===== config.mk =====
export PLATFORM = sky130hd
export DESIGN_NAME = frame_sequencer_flat
export DESIGN_NICKNAME = d
export VERILOG_FILES = /design/src/rtl/frame_sequencer_if.sv /design/src/rtl/frame_sequencer.sv /design/src/flat_wrapper.sv
export SDC_FILE = /design/constraint.sdc
export NUM_CORES = 1
export LEC_CHECK = 0
export CELL_PAD_IN_SITES_DETAIL_PLACEMENT = 0
export CELL_PAD_IN_SITES_GLOBAL_PLACEMENT = 1
export CORE_MARGIN = 2
export CORE_UTILIZATION = 49
export CTS_BUF_LIST = sky130_fd_sc_hd__clkbuf_8 sky130_fd_sc_hd__clkbuf_16
export CTS_CLUSTER_SIZE = 40
export DETAILED_ROUTE_END_ITERATION = 7
export PLACE_DENSITY = 0.82
export SLEW_MARGIN = 40
export SYNTH_ARGS = -nofsm -noshare
export SYNTH_HDL_FRONTEND = slang
export SYNTH_SLANG_ARGS = --single-unit

===== constraint.sdc =====
create_clock -name clk_Seq -period 10.29 [get_ports clk_Seq]
set_clock_uncertainty 0.2 [all_clocks]
set_input_delay 2.058 -clock clk_Seq [delete_from_list [all_inputs] [get_ports clk_Seq]]
set_output_delay 2.058 -clock clk_Seq [all_outputs]
set_load 0.01 [all_outputs]

===== src/rtl/frame_sequencer_if.sv =====
// Purpose : bundles the trigger/control, table-config and per-frame output signals of frame_sequencer.
// Latency : none, signal bundle only.
// Backpress: none; all controls are strobes and the outputs are level/pulse signals.
// Ports   : master = controller/bench side (drives controls, reads frame outputs),
//           slave  = sequencer side (reads controls, drives Ex_launch/delay/duration/status).
interface frame_sequencer_if #(
  parameter int N_FRAMES_MAX = 8,
  parameter int CNT_W        = 33
);
  localparam int IDX_W = $clog2(N_FRAMES_MAX);

  logic             trig_in;
  logic             arm;
  logic             abort;
  logic [IDX_W:0]   n_frames;
  logic [CNT_W-1:0] period;
  logic             cfg_we;
  logic [IDX_W-1:0] cfg_addr;
  logic [CNT_W-1:0] cfg_delay;
  logic [CNT_W-1:0] cfg_duration;
  logic             Ex_launch;
  logic [CNT_W-1:0] delay;
  logic [CNT_W-1:0] duration;
  logic [IDX_W-1:0] frame_idx;
  logic             busy;
  logic             done;
  logic             trig_err;

  modport master (
    output trig_in, arm, abort, n_frames, period,
    output cfg_we, cfg_addr, cfg_delay, cfg_duration,
    input  Ex_launch, delay, duration, frame_idx, busy, done, trig_err
  );

  modport slave (
    input  trig_in, arm, abort, n_frames, period,
    input  cfg_we, cfg_addr, cfg_delay, cfg_duration,
    output Ex_launch, delay, duration, frame_idx, busy, done, trig_err
  );
endinterface


===== src/rtl/frame_sequencer.sv =====
// Purpose : turns one debounced external trigger into a burst of exposures, each with a launch
//           pulse and a delay/duration pair from a programmable table.
// Latency : Ex_launch first rises 2+DEBOUNCE edges after trig_in is first sampled high; frames
//           are spaced max(period, delay+duration+4) cycles.
// Backpress: none; controls are one-cycle strobes, table writes are dropped while busy.
// Ports   : clk_Seq/rst_Seq (sync, active-high) plus the slave side of frame_sequencer_if.
module frame_sequencer #(
  parameter int N_FRAMES_MAX = 8,
  parameter int CNT_W        = 33,
  parameter int DEBOUNCE     = 4,
  parameter int LAUNCH_W     = 2
) (
  input logic              clk_Seq,
  input logic              rst_Seq,
  frame_sequencer_if.slave sq
);
  localparam int IDX_W = $clog2(N_FRAMES_MAX);
  localparam int DB_W  = $clog2(DEBOUNCE + 1);
  // Two guard bits: delay + duration + 4 can exceed CNT_W+1 bits when both words are near max.
  localparam int PW    = CNT_W + 2;

  typedef enum logic [2:0] {S_IDLE, S_ARMED, S_LAUNCH, S_WAIT, S_DONE} state_t;

  state_t           state_q, state_d;
  logic             sync1_q, sync2_q;
  logic [DB_W-1:0]  db_cnt_q, db_cnt_d;
  logic             trig_acc_q;
  logic [CNT_W-1:0] tbl_del_q [N_FRAMES_MAX];
  logic [CNT_W-1:0] tbl_dur_q [N_FRAMES_MAX];
  logic [IDX_W:0]   nfr_q, nfr_d, n_clamped;
  logic [CNT_W-1:0] period_q, period_d;
  logic [PW-1:0]    pcnt_q, pcnt_d;
  logic [IDX_W-1:0] idx_q, idx_d;
  logic [CNT_W-1:0] delay_q, delay_d, dur_q, dur_d;
  logic             launch_q, launch_d;
  logic             err_q, err_d;
  logic [PW-1:0]    need, peff;
  logic             last_frame;

  // Debounce: saturate at DEBOUNCE, clear on any low synchronized sample.
  always_comb begin
    db_cnt_d = db_cnt_q;
    if (!sync2_q) begin
      db_cnt_d = '0;
    end else if (db_cnt_q != DB_W'(DEBOUNCE)) begin
      db_cnt_d = db_cnt_q + 1'b1;
    end
  end

  always_comb begin
    n_clamped = sq.n_frames;
    if (sq.n_frames == '0) begin
      n_clamped = (IDX_W+1)'(1);
    end else if (sq.n_frames > (IDX_W+1)'(N_FRAMES_MAX)) begin
      n_clamped = (IDX_W+1)'(N_FRAMES_MAX);
    end
  end

  assign need       = {2'b00, delay_q} + {2'b00, dur_q} + PW'(4);
  assign peff       = ({2'b00, period_q} > need) ? {2'b00, period_q} : need;
  assign last_frame = ({1'b0, idx_q} == (nfr_q - 1'b1));

  always_comb begin
    state_d  = state_q;
    nfr_d    = nfr_q;
    period_d = period_q;
    pcnt_d   = pcnt_q;
    idx_d    = idx_q;
    delay_d  = delay_q;
    dur_d    = dur_q;
    err_d    = 1'b0;
    launch_d = 1'b0;
    case (state_q)
      S_IDLE: begin
        // A trigger landing in IDLE (even together with arm) is dropped silently.
        if (sq.arm) begin
          state_d  = S_ARMED;
          nfr_d    = n_clamped;
          period_d = sq.period;
        end
      end
      S_ARMED: begin
        if (trig_acc_q) begin
          state_d = S_LAUNCH;
          idx_d   = '0;
        end
      end
      S_LAUNCH: begin
        err_d   = trig_acc_q;
        state_d = S_WAIT;
        pcnt_d  = pcnt_q + 1'b1;
      end
      S_WAIT: begin
        err_d  = trig_acc_q;
        pcnt_d = pcnt_q + 1'b1;
        if (pcnt_q >= peff) begin
          if (last_frame) begin
            state_d = S_DONE;
          end else begin
            state_d = S_LAUNCH;
            idx_d   = idx_q + 1'b1;
          end
        end
      end
      S_DONE: begin
        err_d   = trig_acc_q;
        state_d = S_IDLE;
      end
      default: state_d = S_IDLE;
    endcase

    // Words and the period counter load on the same edge the launch rises, so the
    // exposition block sees matching values for the whole frame. Counter value k means
    // k-1 cycles have elapsed since the rise.
    if (state_d == S_LAUNCH) begin
      pcnt_d  = PW'(1);
      delay_d = tbl_del_q[idx_d];
      dur_d   = tbl_dur_q[idx_d];
    end

    if (sq.abort) begin
      state_d  = S_IDLE;
      err_d    = 1'b0;
      nfr_d    = nfr_q;
      period_d = period_q;
      pcnt_d   = pcnt_q;
      idx_d    = idx_q;
      delay_d  = delay_q;
      dur_d    = dur_q;
    end

    launch_d = ((state_d == S_LAUNCH) || (state_d == S_WAIT)) && (pcnt_d <= PW'(LAUNCH_W));
  end

  always_ff @(posedge clk_Seq) begin
    if (rst_Seq) begin
      sync1_q    <= 1'b0;
      sync2_q    <= 1'b0;
      db_cnt_q   <= '0;
      trig_acc_q <= 1'b0;
      state_q    <= S_IDLE;
      nfr_q      <= '0;
      period_q   <= '0;
      pcnt_q     <= '0;
      idx_q      <= '0;
      delay_q    <= '0;
      dur_q      <= '0;
      launch_q   <= 1'b0;
      err_q      <= 1'b0;
      for (int i = 0; i < N_FRAMES_MAX; i++) begin
        tbl_del_q[i] <= '0;
        tbl_dur_q[i] <= '0;
      end
    end else begin
      sync1_q    <= sq.trig_in;
      sync2_q    <= sync1_q;
      db_cnt_q   <= db_cnt_d;
      trig_acc_q <= (db_cnt_d == DB_W'(DEBOUNCE)) && (db_cnt_q != DB_W'(DEBOUNCE));
      state_q    <= state_d;
      nfr_q      <= nfr_d;
      period_q   <= period_d;
      pcnt_q     <= pcnt_d;
      idx_q      <= idx_d;
      delay_q    <= delay_d;
      dur_q      <= dur_d;
      launch_q   <= launch_d;
      err_q      <= err_d;
      if ((state_q == S_IDLE) && sq.cfg_we) begin
        tbl_del_q[sq.cfg_addr] <= sq.cfg_delay;
        tbl_dur_q[sq.cfg_addr] <= sq.cfg_duration;
      end
    end
  end

  assign sq.Ex_launch = launch_q;
  assign sq.delay     = delay_q;
  assign sq.duration  = dur_q;
  assign sq.frame_idx = idx_q;
  assign sq.busy      = (state_q != S_IDLE);
  assign sq.done      = (state_q == S_DONE);
  assign sq.trig_err  = err_q;
endmodule


===== src/flat_wrapper.sv =====
// flat-port wrapper written by rule: the top's interface ports become plain ports
module frame_sequencer_flat 
#(
  parameter int N_FRAMES_MAX = 8,
  parameter int CNT_W        = 33,
  parameter int DEBOUNCE     = 4,
  parameter int LAUNCH_W     = 2
)
  (clk_Seq, rst_Seq, sq_trig_in, sq_arm, sq_abort, sq_n_frames, sq_period, sq_cfg_we, sq_cfg_addr, sq_cfg_delay, sq_cfg_duration, sq_Ex_launch, sq_delay, sq_duration, sq_frame_idx, sq_busy, sq_done, sq_trig_err);
  frame_sequencer_if #(.N_FRAMES_MAX(N_FRAMES_MAX), .CNT_W(CNT_W)) sq_i ();
  input logic clk_Seq;
  input logic rst_Seq;
  input wire logic [$bits(sq_i.trig_in)-1:0] sq_trig_in;
  input wire logic [$bits(sq_i.arm)-1:0] sq_arm;
  input wire logic [$bits(sq_i.abort)-1:0] sq_abort;
  input wire logic [$bits(sq_i.n_frames)-1:0] sq_n_frames;
  input wire logic [$bits(sq_i.period)-1:0] sq_period;
  input wire logic [$bits(sq_i.cfg_we)-1:0] sq_cfg_we;
  input wire logic [$bits(sq_i.cfg_addr)-1:0] sq_cfg_addr;
  input wire logic [$bits(sq_i.cfg_delay)-1:0] sq_cfg_delay;
  input wire logic [$bits(sq_i.cfg_duration)-1:0] sq_cfg_duration;
  output wire logic [$bits(sq_i.Ex_launch)-1:0] sq_Ex_launch;
  output wire logic [$bits(sq_i.delay)-1:0] sq_delay;
  output wire logic [$bits(sq_i.duration)-1:0] sq_duration;
  output wire logic [$bits(sq_i.frame_idx)-1:0] sq_frame_idx;
  output wire logic [$bits(sq_i.busy)-1:0] sq_busy;
  output wire logic [$bits(sq_i.done)-1:0] sq_done;
  output wire logic [$bits(sq_i.trig_err)-1:0] sq_trig_err;
  assign sq_i.trig_in = sq_trig_in;
  assign sq_i.arm = sq_arm;
  assign sq_i.abort = sq_abort;
  assign sq_i.n_frames = sq_n_frames;
  assign sq_i.period = sq_period;
  assign sq_i.cfg_we = sq_cfg_we;
  assign sq_i.cfg_addr = sq_cfg_addr;
  assign sq_i.cfg_delay = sq_cfg_delay;
  assign sq_i.cfg_duration = sq_cfg_duration;
  assign sq_Ex_launch = sq_i.Ex_launch;
  assign sq_delay = sq_i.delay;
  assign sq_duration = sq_i.duration;
  assign sq_frame_idx = sq_i.frame_idx;
  assign sq_busy = sq_i.busy;
  assign sq_done = sq_i.done;
  assign sq_trig_err = sq_i.trig_err;
  frame_sequencer #(.N_FRAMES_MAX(N_FRAMES_MAX), .CNT_W(CNT_W), .DEBOUNCE(DEBOUNCE), .LAUNCH_W(LAUNCH_W)) u_core (.clk_Seq(clk_Seq), .rst_Seq(rst_Seq), .sq(sq_i));
endmodule

==> reports/metrics.yaml <==
floorplan.rows: 97
cpPeakStageDelay_ns: 0.48
worst_setup_path_end_kind: "register"
critPathMaxFanout: 33
total_leakage_power_uw: 0.01478
ios: 185
timing.reg2reg.worst_path_depth: 36
worst_ep_required_time_ns: 10.55
beginning_of_the_worst_hold_path: "u_core.sync1_q$_SDFF_PP0_"
synth-async-reset-ratio: 0
critical_path_arrival_ns: 9.98
setup_viol_count_final: 0
post_dr_wirelength_cell_um: 23.64
final_ws_setup_ns: 0.5767
synthToLayoutAreaGrowth_pct: 16.44
worstMarginPinSlew_ns: 0.8801
ir_drop_mv: 0.1154
post_route_cells_drive_above_1_share: 0.1197
crit_type: "reg2reg"
wirelength_um: 97720
critical_path.most_common_cell: "sky130_fd_sc_hd__nor2_1"
design.die.area_mm2: 0.07224
chipWidth_um: 268.8
run_status: "completed"
gr-total-overflow: 0
post_synth_edffs: 528
clkSlewWorstSetupHoldPaths_ns: 0.06
numCtsBuffers: 74
tritoncts: "built"
synth-warning-count: 0
syn-cell-area_mm2: 0.03435
cts_sinks: 680
hpwlAfterDp_um: 59740
hold_buffers: 0
reg2reg_setup_slack_ns: 0.58
track_usage: 0.2664
io_buffers: 184
place_congestion: 0.9379
report.final.hold_viol_count: 0
antenna_found_initial: 10
worst_r2r_startpoint: "u_core.sq.delay[4]$_SDFFE_PP0P_"
holdCritPathClass: "reg2reg"
cts_root_buf: "sky130_fd_sc_hd__clkbuf_16"
grt_max_degree: 68
grt_first_pass_wirelength_um: 144500
ys_seq_area_frac: 0.5502
synth_cell_types: 74
first_global_vias: 23970
avgViaCountPerCell: 5.750
setup_tns_ns: 0
drt-initial-drc-count: 1750
clockBufferDepth: 3
predominant_post_synthesis_flop_cell: "sky130_fd_sc_hd__edfxtp_1"
post_route_ant_nets: 0
whs_path_depth: 1
highest_attainable_clock_frequency_mhz: 103.0
drc: 0
h-tree-depth: 3
max_slew_margin: 0.4119
timing.rr.end: "u_core.sq.delay[6]$_SDFFE_PP0P_"
post_synth.cell_area_avg_um2: 11.52
pre_repair_dr_iteration_count: 5
nets: 3351
power_density_mw_per_mm2: 152.6
holdPathEnd: "u_core.sync2_q$_SDFF_PP0_"
core-area_mm2: 0.06966
pre_cts_ws_ns: 0.3610
synthCells: 2983
slew_violations: 0
die_h_um: 268.8
setup.worst_path.start_class: "register"
clock_latency_of_the_later_clocked_register_in_the_worst_skew_pair_ns: 0.63
grt_setup_unrepaired: "no"
via_count: 23760
fin_crit_ns: 9.713
initial_core_util: 0.4931
ys_ff_latch: 680
max_cap_violations: 0
synth.net_count: 3203
layout_worst_path_cycle_share: 0.9440
crit_path_top_delay_cell: "sky130_fd_sc_hd__or4b_1"
-- metrics by stage --
stage	util	power, uW	area, um^2	hold slack [ns]	instances
2_1_floorplan	-	3364	34350	0.2138	2983
3_3_place_gp	0.5364	3515	37370	0.2428	3987
3_5_place_dp	0.5373	3530	37430	0.2472	3987
4_1_cts	0.5720	6124	39850	0.2623	4122
5_1_grt	0.5740	6268	39990	0.2716	4130
6_report	0.5741	6103	40000	0.2521	4133
-- area by class of cell --
type | instances | area [um^2]
fillers | 5768 | 29670
flip-flops and latches | 680 | 18900
multi-input cells | 2084 | 14760
repair buffers | 241 | 2546
clock buffers | 83 | 1998
well taps | 940 | 1176
clock inverters | 52 | 416.7
inverters | 50 | 187.7
diodes | 3 | 7.507
-- repair_timing --
| item | CTS | global route |
|---|---|---|
| endpoints found under the hold margin | 0 | 0 |
| resized for setup | 0 | 12 |
| setup endpoints to repair | 0 | 100 |
| setup buffers | 0 | 5 |
-- kinds of logic after synthesis --
family,Yosys count,share of synthesized area
XOR/XNOR,106,0.02703
flip-flops,680,0.5502
multiplexers,299,0.09602
buffers and inverters,220,0.02517
AO/OA/AOI/OAI,383,0.07751
AND/OR/NAND/NOR,1187,0.1846
adder cells (fa/ha/maj),108,0.03956
-- layer usage --
metal,share of wire,vias to the layer above,global-route usage
li1,-,11020,-
met1,0.43,11910,0.3534
met2,0.48,670,0.4483
met3,0.060,146,0.04356
met4,0.027,14,0.08288
met5,0.00083,-,0
-- registers in the layout, summed over array words and instances, names as in the netlist --
name and count:
u_core.tbl_del_q 264, u_core.tbl_dur_q 264, u_core.pcnt_q 35, u_core.period_q 33, u_core.sq.delay 33, u_core.sq.duration 33, u_core.nfr_q 4, u_core.db_cnt_q 3
u_core.sq.frame_idx 3, u_core.state_q 3, u_core.sq.Ex_launch 1, u_core.sq.trig_err 1, u_core.sync1_q 1, u_core.sync2_q 1, u_core.trig_acc_q 1
-- where the power goes --
group	switching, uW	internal [uW]
Sequential	31.1	3050
Combinational	233	165
Clock	1120	1500
-- how the worst max path moves through the flow --
stage	to	startpoint	slack, ns
6_report	u_core.sq.delay[6]$_SDFFE_PP0P_	u_core.sq.delay[4]$_SDFFE_PP0P_	0.58
5_1_grt	u_core.sq.delay[6]$_SDFFE_PP0P_	u_core.sq.duration[0]$_SDFFE_PP0P_	0.02
4_1_cts	u_core.sq.delay[6]$_SDFFE_PP0P_	u_core.sq.duration[0]$_SDFFE_PP0P_	0.35
3_5_place_dp	u_core.sq.delay[6]$_SDFFE_PP0P_	u_core.sq.duration[0]$_SDFFE_PP0P_	0.36
3_3_place_gp	u_core.sq.delay[6]$_SDFFE_PP0P_	u_core.sq.duration[0]$_SDFFE_PP0P_	0.51
2_1_floorplan	u_core.sq.delay[0]$_SDFFE_PP0P_	u_core.sq.duration[0]$_SDFFE_PP0P_	1.73
-- Yosys cell counts (14+ instances only) --
cell                          n  area share
sky130_fd_sc_hd__mux2_2     136       0.045
sky130_fd_sc_hd__edfxtp_1   528        0.46
sky130_fd_sc_hd__a21o_1      22      0.0048
sky130_fd_sc_hd__nor2b_1     14      0.0025
sky130_fd_sc_hd__nor3_1      27      0.0039
sky130_fd_sc_hd__o21ai_0     33      0.0048
sky130_fd_sc_hd__nor2_1      95       0.010
sky130_fd_sc_hd__nand2_1    350       0.038
sky130_fd_sc_hd__and3_1      23      0.0042
sky130_fd_sc_hd__o2111ai_1   69       0.018
sky130_fd_sc_hd__mux2_4      27       0.012
sky130_fd_sc_hd__mux2i_1    136       0.040
sky130_fd_sc_hd__and2_1     534       0.097
sky130_fd_sc_hd__dfxtp_1    152       0.089
sky130_fd_sc_hd__clkbuf_1   142       0.016
sky130_fd_sc_hd__xnor2_1     58       0.015
sky130_fd_sc_hd__nand3_1     44      0.0064
sky130_fd_sc_hd__nand4_1     24      0.0044
sky130_fd_sc_hd__o211ai_1    73       0.016
sky130_fd_sc_hd__inv_1       50      0.0055
sky130_fd_sc_hd__a21oi_1    107       0.016
sky130_fd_sc_hd__ha_1       107       0.039
sky130_fd_sc_hd__xor2_1      48       0.012
sky130_fd_sc_hd__buf_1       16      0.0017
-- worst max-delay path: cells and delay by family, from the launching register on --
kind / cells / cell delay (ns)
compound gates: 10 / 2.77
xor+xnor: 2 / 0.49
fa+ha+maj: 3 / 1.04
buf+inv: 4 / 0.90
flops: 1 / 0.30
mux: 1 / 0.32
simple gates: 16 / 3.48
-- cells in the final DEF, fill, tap and decap left out, types with 27 or more instances in the layout --
| cell | count |
|---|---|
| sky130_fd_sc_hd__dfxtp_1 | 150 |
| sky130_fd_sc_hd__nand3_1 | 44 |
| sky130_fd_sc_hd__ha_1 | 107 |
| sky130_fd_sc_hd__xnor2_1 | 58 |
| sky130_fd_sc_hd__inv_1 | 71 |
| sky130_fd_sc_hd__o211ai_1 | 73 |
| sky130_fd_sc_hd__o21ai_0 | 33 |
| sky130_fd_sc_hd__and2_1 | 534 |
| sky130_fd_sc_hd__nor2_1 | 89 |
| sky130_fd_sc_hd__mux2_2 | 136 |
| sky130_fd_sc_hd__o2111ai_1 | 69 |
| sky130_fd_sc_hd__clkbuf_16 | 77 |
| sky130_fd_sc_hd__edfxtp_1 | 528 |
| sky130_fd_sc_hd__a21oi_1 | 106 |
| sky130_fd_sc_hd__mux2i_1 | 136 |
| sky130_fd_sc_hd__mux2_4 | 27 |
| sky130_fd_sc_hd__clkdlybuf4s50_1 | 183 |
| sky130_fd_sc_hd__xor2_1 | 45 |
| sky130_fd_sc_hd__nand2_1 | 350 |
Power figures use the tool's default switching activity.
